--- src/rtl/count_mod_pkg.sv ---
`default_nettype none
// ---------------------------------------------------------------------------
// | Package : count_defs                                                    |
// | Shared constants and helpers for the clock/calendar counter chain.      |
// | Revision: 1.0 - initial release                                         |
// ---------------------------------------------------------------------------
package count_defs;

   // Number of states per calendar unit
   localparam int SEC_MOD   = 60;
   localparam int MIN_MOD   = 60;
   localparam int HOUR_MOD  = 24;
   localparam int MONTH_MOD = 12;

   // Lowest value per unit (seconds/minutes/hours start at 0)
   localparam int DAY_MIN   = 1;
   localparam int MONTH_MIN = 1;

   // Default counter width per unit
   localparam int SEC_W   = 6;
   localparam int MIN_W   = 6;
   localparam int HOUR_W  = 5;
   localparam int DAY_W   = 5;
   localparam int MONTH_W = 4;

   // Days-in-month constants feeding the day counter's top_in
   localparam logic [4:0] DAYS_LONG     = 5'd31;
   localparam logic [4:0] DAYS_SHORT    = 5'd30;
   localparam logic [4:0] DAYS_FEB      = 5'd28;
   localparam logic [4:0] DAYS_FEB_LEAP = 5'd29;

   // Last day of a month (1..12); out-of-range months fall back to 31
   function automatic logic [4:0] days_in_month(input logic [3:0] month, input logic leap);
      logic [4:0] d;
      case (month)
         4'd2:                     d = leap ? DAYS_FEB_LEAP : DAYS_FEB;
         4'd4, 4'd6, 4'd9, 4'd11:  d = DAYS_SHORT;
         default:                  d = DAYS_LONG;
      endcase
      return d;
   endfunction

   // Two-digit BCD of a constant, used for reset values of the digit registers
   function automatic logic [7:0] bcd8(input int unsigned v);
      logic [3:0] t;
      logic [3:0] o;
      t = 4'(v / 10);
      o = 4'(v % 10);
      return {t, o};
   endfunction

endpackage
`default_nettype wire

--- src/rtl/bin2bcd_99.sv ---
`default_nettype none
// ---------------------------------------------------------------------------
// | Module  : bin2bcd_99                                                    |
// | Combinational 7-bit binary to two BCD digits, valid for 0..99.          |
// | Revision: 1.0 - initial release                                         |
// ---------------------------------------------------------------------------
module bin2bcd_99 (
   input  logic [6:0] bin,
   output logic [3:0] tens,
   output logic [3:0] ones
);

   logic [6:0] rem;

   // Repeated subtraction of ten; nine stages cover the full 0..99 range
   always_comb begin
      tens = 4'd0;
      rem  = bin;
      for (int i = 0; i < 9; i++) begin
         if (rem >= 7'd10) begin
            rem  = rem - 7'd10;
            tens = tens + 4'd1;
         end
      end
      ones = rem[3:0];
   end

endmodule
`default_nettype wire

--- src/rtl/count_mod.sv ---
`default_nettype none
// ---------------------------------------------------------------------------
// | Module  : count_mod                                                     |
// | Parametrised modulo counter with MIN..top range, runtime top, borrow,   |
// | checked parallel load and a registered BCD split of the count.          |
// | Revision: 1.0 - initial release                                         |
// ---------------------------------------------------------------------------
module count_mod
   import count_defs::*;
#(
   parameter int W          = 5,
   parameter int MOD        = 24,
   parameter int MIN        = 0,
   parameter int USE_TOP_IN = 0
) (
   input  logic         clk,
   input  logic         set_c,
   input  logic         pulse_in,
   input  logic         pulse_dn,
   input  logic         load,
   input  logic [W-1:0] load_val,
   input  logic [W-1:0] top_in,
   output logic         pulse_out,
   output logic         borrow_out,
   output logic         load_err,
   output logic [W-1:0] cnt,
   output logic [3:0]   bcd_tens,
   output logic [3:0]   bcd_ones
);

   localparam int         STATIC_TOP = MIN + MOD - 1;
   localparam logic [7:0] MIN_BCD    = bcd8(MIN);

   // A runtime top may reach 2^W-1, which must still fit in two decimal digits
   generate
      if (W < 2 || W > 7 || MOD < 1 || MIN < 0 || STATIC_TOP > 99 ||
          STATIC_TOP > (2**W) - 1 || (USE_TOP_IN != 0 && (2**W) - 1 > 99)) begin : g_param_check
         $error("count_mod: illegal parameter combination");
      end
   endgenerate

   logic [W-1:0] top_raw;
   logic [W-1:0] top;
   logic [W-1:0] min_w;
   logic [W:0]   cnt_x;
   logic [W:0]   top_x;
   logic [W:0]   min_x;
   logic [W:0]   ld_x;
   logic [W-1:0] next_cnt;
   logic         next_carry;
   logic         next_borrow;
   logic         next_err;
   logic [6:0]   bcd_in;
   logic [3:0]   next_tens;
   logic [3:0]   next_ones;

   assign min_w   = W'(MIN);
   assign top_raw = (USE_TOP_IN != 0) ? top_in : W'(STATIC_TOP);
   // A runtime top below MIN collapses the range to the single value MIN
   assign top     = (top_raw < min_w) ? min_w : top_raw;

   // Comparisons done one bit wider so the range checks never alias
   assign cnt_x = {1'b0, cnt};
   assign top_x = {1'b0, top};
   assign min_x = {1'b0, min_w};
   assign ld_x  = {1'b0, load_val};

   // Next-state decision: load beats counting; opposing enables cancel
   always_comb begin
      next_cnt    = cnt;
      next_carry  = 1'b0;
      next_borrow = 1'b0;
      next_err    = 1'b0;
      if (load) begin
         if (ld_x >= min_x && ld_x <= top_x) begin
            next_cnt = load_val;
         end else begin
            next_cnt = min_w;
            next_err = 1'b1;
         end
      end else if (pulse_in && !pulse_dn) begin
         // cnt may sit above a shrunken top; it wraps on the next increment
         if (cnt_x >= top_x) begin
            next_cnt   = min_w;
            next_carry = 1'b1;
         end else begin
            next_cnt = cnt + 1'b1;
         end
      end else if (pulse_dn && !pulse_in) begin
         if (cnt_x <= min_x) begin
            next_cnt    = top;
            next_borrow = 1'b1;
         end else begin
            next_cnt = cnt - 1'b1;
         end
      end
   end

   // Digits come from the next-state count so they update together with cnt
   assign bcd_in = 7'(next_cnt);

   bin2bcd_99 u_bcd (
      .bin  (bcd_in),
      .tens (next_tens),
      .ones (next_ones)
   );

   // Count, single-cycle pulses and BCD digits registered on the same edge
   always_ff @(posedge clk or negedge set_c) begin
      if (!set_c) begin
         cnt        <= min_w;
         pulse_out  <= 1'b0;
         borrow_out <= 1'b0;
         load_err   <= 1'b0;
         bcd_tens   <= MIN_BCD[7:4];
         bcd_ones   <= MIN_BCD[3:0];
      end else begin
         cnt        <= next_cnt;
         pulse_out  <= next_carry;
         borrow_out <= next_borrow;
         load_err   <= next_err;
         bcd_tens   <= next_tens;
         bcd_ones   <= next_ones;
      end
   end

endmodule
`default_nettype wire
--- config.mk ---
export PLATFORM = sky130hd
export DESIGN_NAME = count_mod
export DESIGN_NICKNAME = d
export VERILOG_FILES = /design/src/rtl/count_mod_pkg.sv /design/src/rtl/bin2bcd_99.sv /design/src/rtl/count_mod.sv
export SDC_FILE = /design/constraint.sdc
export NUM_CORES = 1
export LEC_CHECK = 0
export ABC_AREA = 1
export BUFFER_PORTS_ARGS = -buffer_cell sky130_fd_sc_hd__buf_2
export CAP_MARGIN = 20
export CORE_ASPECT_RATIO = 1.2
export CORE_MARGIN = 10
export CORE_UTILIZATION = 57
export DETAILED_ROUTE_END_ITERATION = 16
export PLACE_DENSITY = 0.77
export SLEW_MARGIN = 20
export SYNTH_ARGS = -nofsm -noshare
export SYNTH_HDL_FRONTEND = slang
export SYNTH_HIERARCHICAL = 1
export SYNTH_SLANG_ARGS = --single-unit
--- constraint.sdc ---
create_clock -name clk -period 11.4 [get_ports clk]
set_clock_uncertainty 0.15 [all_clocks]
set_input_delay 0.57 -clock clk [delete_from_list [all_inputs] [get_ports clk]]
set_output_delay 0.57 -clock clk [all_outputs]
set_load 0.02 [all_outputs]
==> impl_metrics.env <==
export IMPL_status="finished clean"
export IMPL_clkTransAtPathRegs_ns=0.06
export IMPL_required_ns=11.43
export IMPL_wl_per_cell_um=10.2
export IMPL_clock_sinks=16
export IMPL_vias=3081
export IMPL_grt_pass1_wl_um=11700
export IMPL_drt_iter0_markers=91
export IMPL_critPathMaxStageDelay_ns=0.42
export IMPL_timing_rr_start="cnt[0]"
export IMPL_final_setup_tns_ns=0
export IMPL_r2r_slack_ns=2.36
export IMPL_h_tree_depth=1
export IMPL_initial_core_util_pct=59.2
export IMPL_place_gp_congestion=0.856
export IMPL_clockBufferDepth=2
export IMPL_synthToLayoutAreaGrowth_pct=8.69
export IMPL_pre_cts_slack_ns=2.31
export IMPL_max_clock_freq_mhz=111
export IMPL_ys_types=39
export IMPL_netlist_instances=502
export IMPL_hold_class="input pin to asynchronous set/reset pin"
export IMPL_cp_common_cell="nand2_2"
export IMPL_report_final_slew_viol_count=0
export IMPL_first_pass_iters=4
export IMPL_groute_usage_overall_pct=13.6
export IMPL_ant_nets=0
export IMPL_syn_area_um2=3350
export IMPL_multi_input_area_um2=2620
export IMPL_drc=0
export IMPL_die_h_um=104
export IMPL_setup_ws_ns=2.36
export IMPL_rows=30
export IMPL_timing_final_crit_share_pct=79.3
export IMPL_ios=31
export IMPL_yosysSeqAreaShare_pct=11.9
export IMPL_antennaDiodeCount=0
export IMPL_cts_root_buf="clkbuf_8"
export IMPL_hpwl_um=5500
export IMPL_cts_resized_gates=0
export IMPL_io_buffers=25
export IMPL_clkLatencyLatePin_ns=0.24
export IMPL_fin_crit_ns=9.04
export IMPL_wl_um=6270
export IMPL_cap_viol_max_count=0
export IMPL_cts_tree="built"
export IMPL_cts_buffers_inserted=3
export IMPL_worstSetupEndpointType="flip-flop"
export IMPL_crit_slowest_cell="dfrtp_1"
export IMPL_coreArea_um2=5670
export IMPL_worstReg2RegEnd="bcd_tens[1]"
export IMPL_arrival_ns=9.07
export IMPL_die_area_um2=9370
export IMPL_drive_gt1_share_pct=31.8
export IMPL_yosysWarnings=6
export IMPL_crit_path_start_kind="flip-flop"
export IMPL_worstRegToRegCells=79
export IMPL_overflow=0
export IMPL_final_nets=571
export IMPL_crit_fanout=9
export IMPL_antenna_found_initial=0
export IMPL_die_x_um=90.0
export IMPL_cts_hold_fix_buffers=0
export IMPL_rsz0062_at_grt="no"
export IMPL_synth_area_per_cell_um2=6.68
export IMPL_cts_setup_buffers=0
export IMPL_vias_per_cell=5.01
export IMPL_ys_ff_latch=16
export IMPL_grt_max_degree=17
export IMPL_setup_violations=0
export IMPL_hold_ws_ns=0.0702
export IMPL_register_area_um2=400
export IMPL_finalHoldViolCount=0
export IMPL_grt_pass1_vias=2886
export IMPL_fillers=505
export IMPL_criticalPathCategory="flip-flop to flip-flop"
## cell type report
type                            instances  area share [%]
Multi-Input combinational cell        404            71.8
Sequential cell                        16            11.0
Inverter                               86            9.51
Timing Repair Buffer                   25            3.43
Tap cell                               80            2.75
Clock buffer                            4            1.51
## stage by stage
step	cells	cell area, um2	util, %
after floorplan	507	3370	-
after global placement	611	3590	63.4
after detailed placement	611	3590	63.4
after CTS	615	3650	64.3
after global routing	615	3650	64.3
final	615	3650	64.3
## critical path, delay by kind of cell (launching register included)
family          cells  cell delay [ns]
compound gates      1             0.09
flops               1             0.42
simple gates       52             5.24
buf+inv            16             1.26
fa+ha+maj          10             1.76
## routing by layer
layer / track usage (%) / vias up / share of wire (%)
met2: 25.6 / 36 / 52
met3: 1.81 / 8 / 3.3
li1: - / 1660 / -
met5: 0 / - / 0
met1: 15.3 / 1377 / 43
met4: 3.87 / 0 / 1.1
## worst max path at each step
| stage | from | endpoint | slack [ns] | depth (start not counted) |
|---|---|---|---|---|
| global route | cnt[0] | bcd_tens[1] | 1.38 | 79 |
| CTS | cnt[0] | bcd_tens[1] | 2.29 | 79 |
| finish | cnt[0] | bcd_tens[1] | 2.36 | 79 |
| detailed placement | cnt[0] | bcd_tens[1] | 2.31 | 79 |
| floorplan | cnt[0] | bcd_tens[2] | 3.25 | 79 |
| global placement | cnt[0] | bcd_tens[1] | 2.53 | 79 |
## synthesized netlist by cell type
master	n	area share, %
a21oi_2	2	0.52
inv_4	3	0.56
clkinv_1	1	0.11
o21ai_2	2	0.52
xnor2_1	4	1.0
o21bai_1	1	0.22
o211ai_1	2	0.45
o21ai_1	5	0.75
nand4_1	22	4.1
conb_1	1	0.11
inv_1	68	7.6
o22ai_1	1	0.19
dfrtp_1	16	12
nor2_1	16	1.8
nand3_2	11	3.3
nand2_8	5	3.0
nand2_4	26	8.7
and2_2	1	0.22
o21a_1	2	0.45
a21oi_4	2	0.97
nand3_4	4	2.1
nand3b_1	3	0.67
inv_2	11	1.2
or2_1	1	0.19
xor2_1	7	1.8
a21oi_1	9	1.3
nor3_1	6	0.90
nand3_1	40	6.0
nor2_8	1	0.60
nand4_2	2	0.75
o21ai_0	3	0.45
nand2_2	52	9.7
clkinv_2	2	0.30
nor2_2	6	1.1
ha_1	20	7.5
nor2_4	10	3.4
nand2_1	132	15
buf_4	1	0.22
bufinv_8	1	0.52
## cell families (layout without fill, tap and decap cells)
| family | after synthesis | after routing | synth area share (%) |
|---|---|---|---|
| AOI/OAI and AO/OA | 29 | 29 | 5.86 |
| xor gates and xnor gates | 11 | 11 | 2.87 |
| adders and majority gates | 20 | 20 | 7.46 |
| buffers and inverters | 87 | 115 | 10.6 |
| DFF | 16 | 16 | 11.9 |
| other | 1 | 6 | 0.112 |
| and+or+nand+nor | 338 | 338 | 61.2 |
## flip-flops by register name, indices dropped and copies added, names as in the netlist
| signal | cells |
|---|---|
| bcd_ones | 4 |
| borrow_out | 1 |
| load_err | 1 |
| pulse_out | 1 |
| bcd_tens | 4 |
| cnt | 5 |
## cell usage in the layout (no fill, tap or decap), drive strengths merged
cell    count
nand4      24
nand3      55
clkinv      3
o21a        2
nand3b      3
xnor2       4
o211ai      2
nand2     215
o22ai       1
and2        1
conb        6
bufinv      1
o21ai      10
inv        82
nor2       33
or2         1
buf        25
a21oi      13
xor2        7
ha         20
o21bai      1
dfrtp      16
clkbuf      4
nor3        6
Power is not shown: default switching activity piles up to over one toggle a cycle in this logic, so the estimate is an artifact.
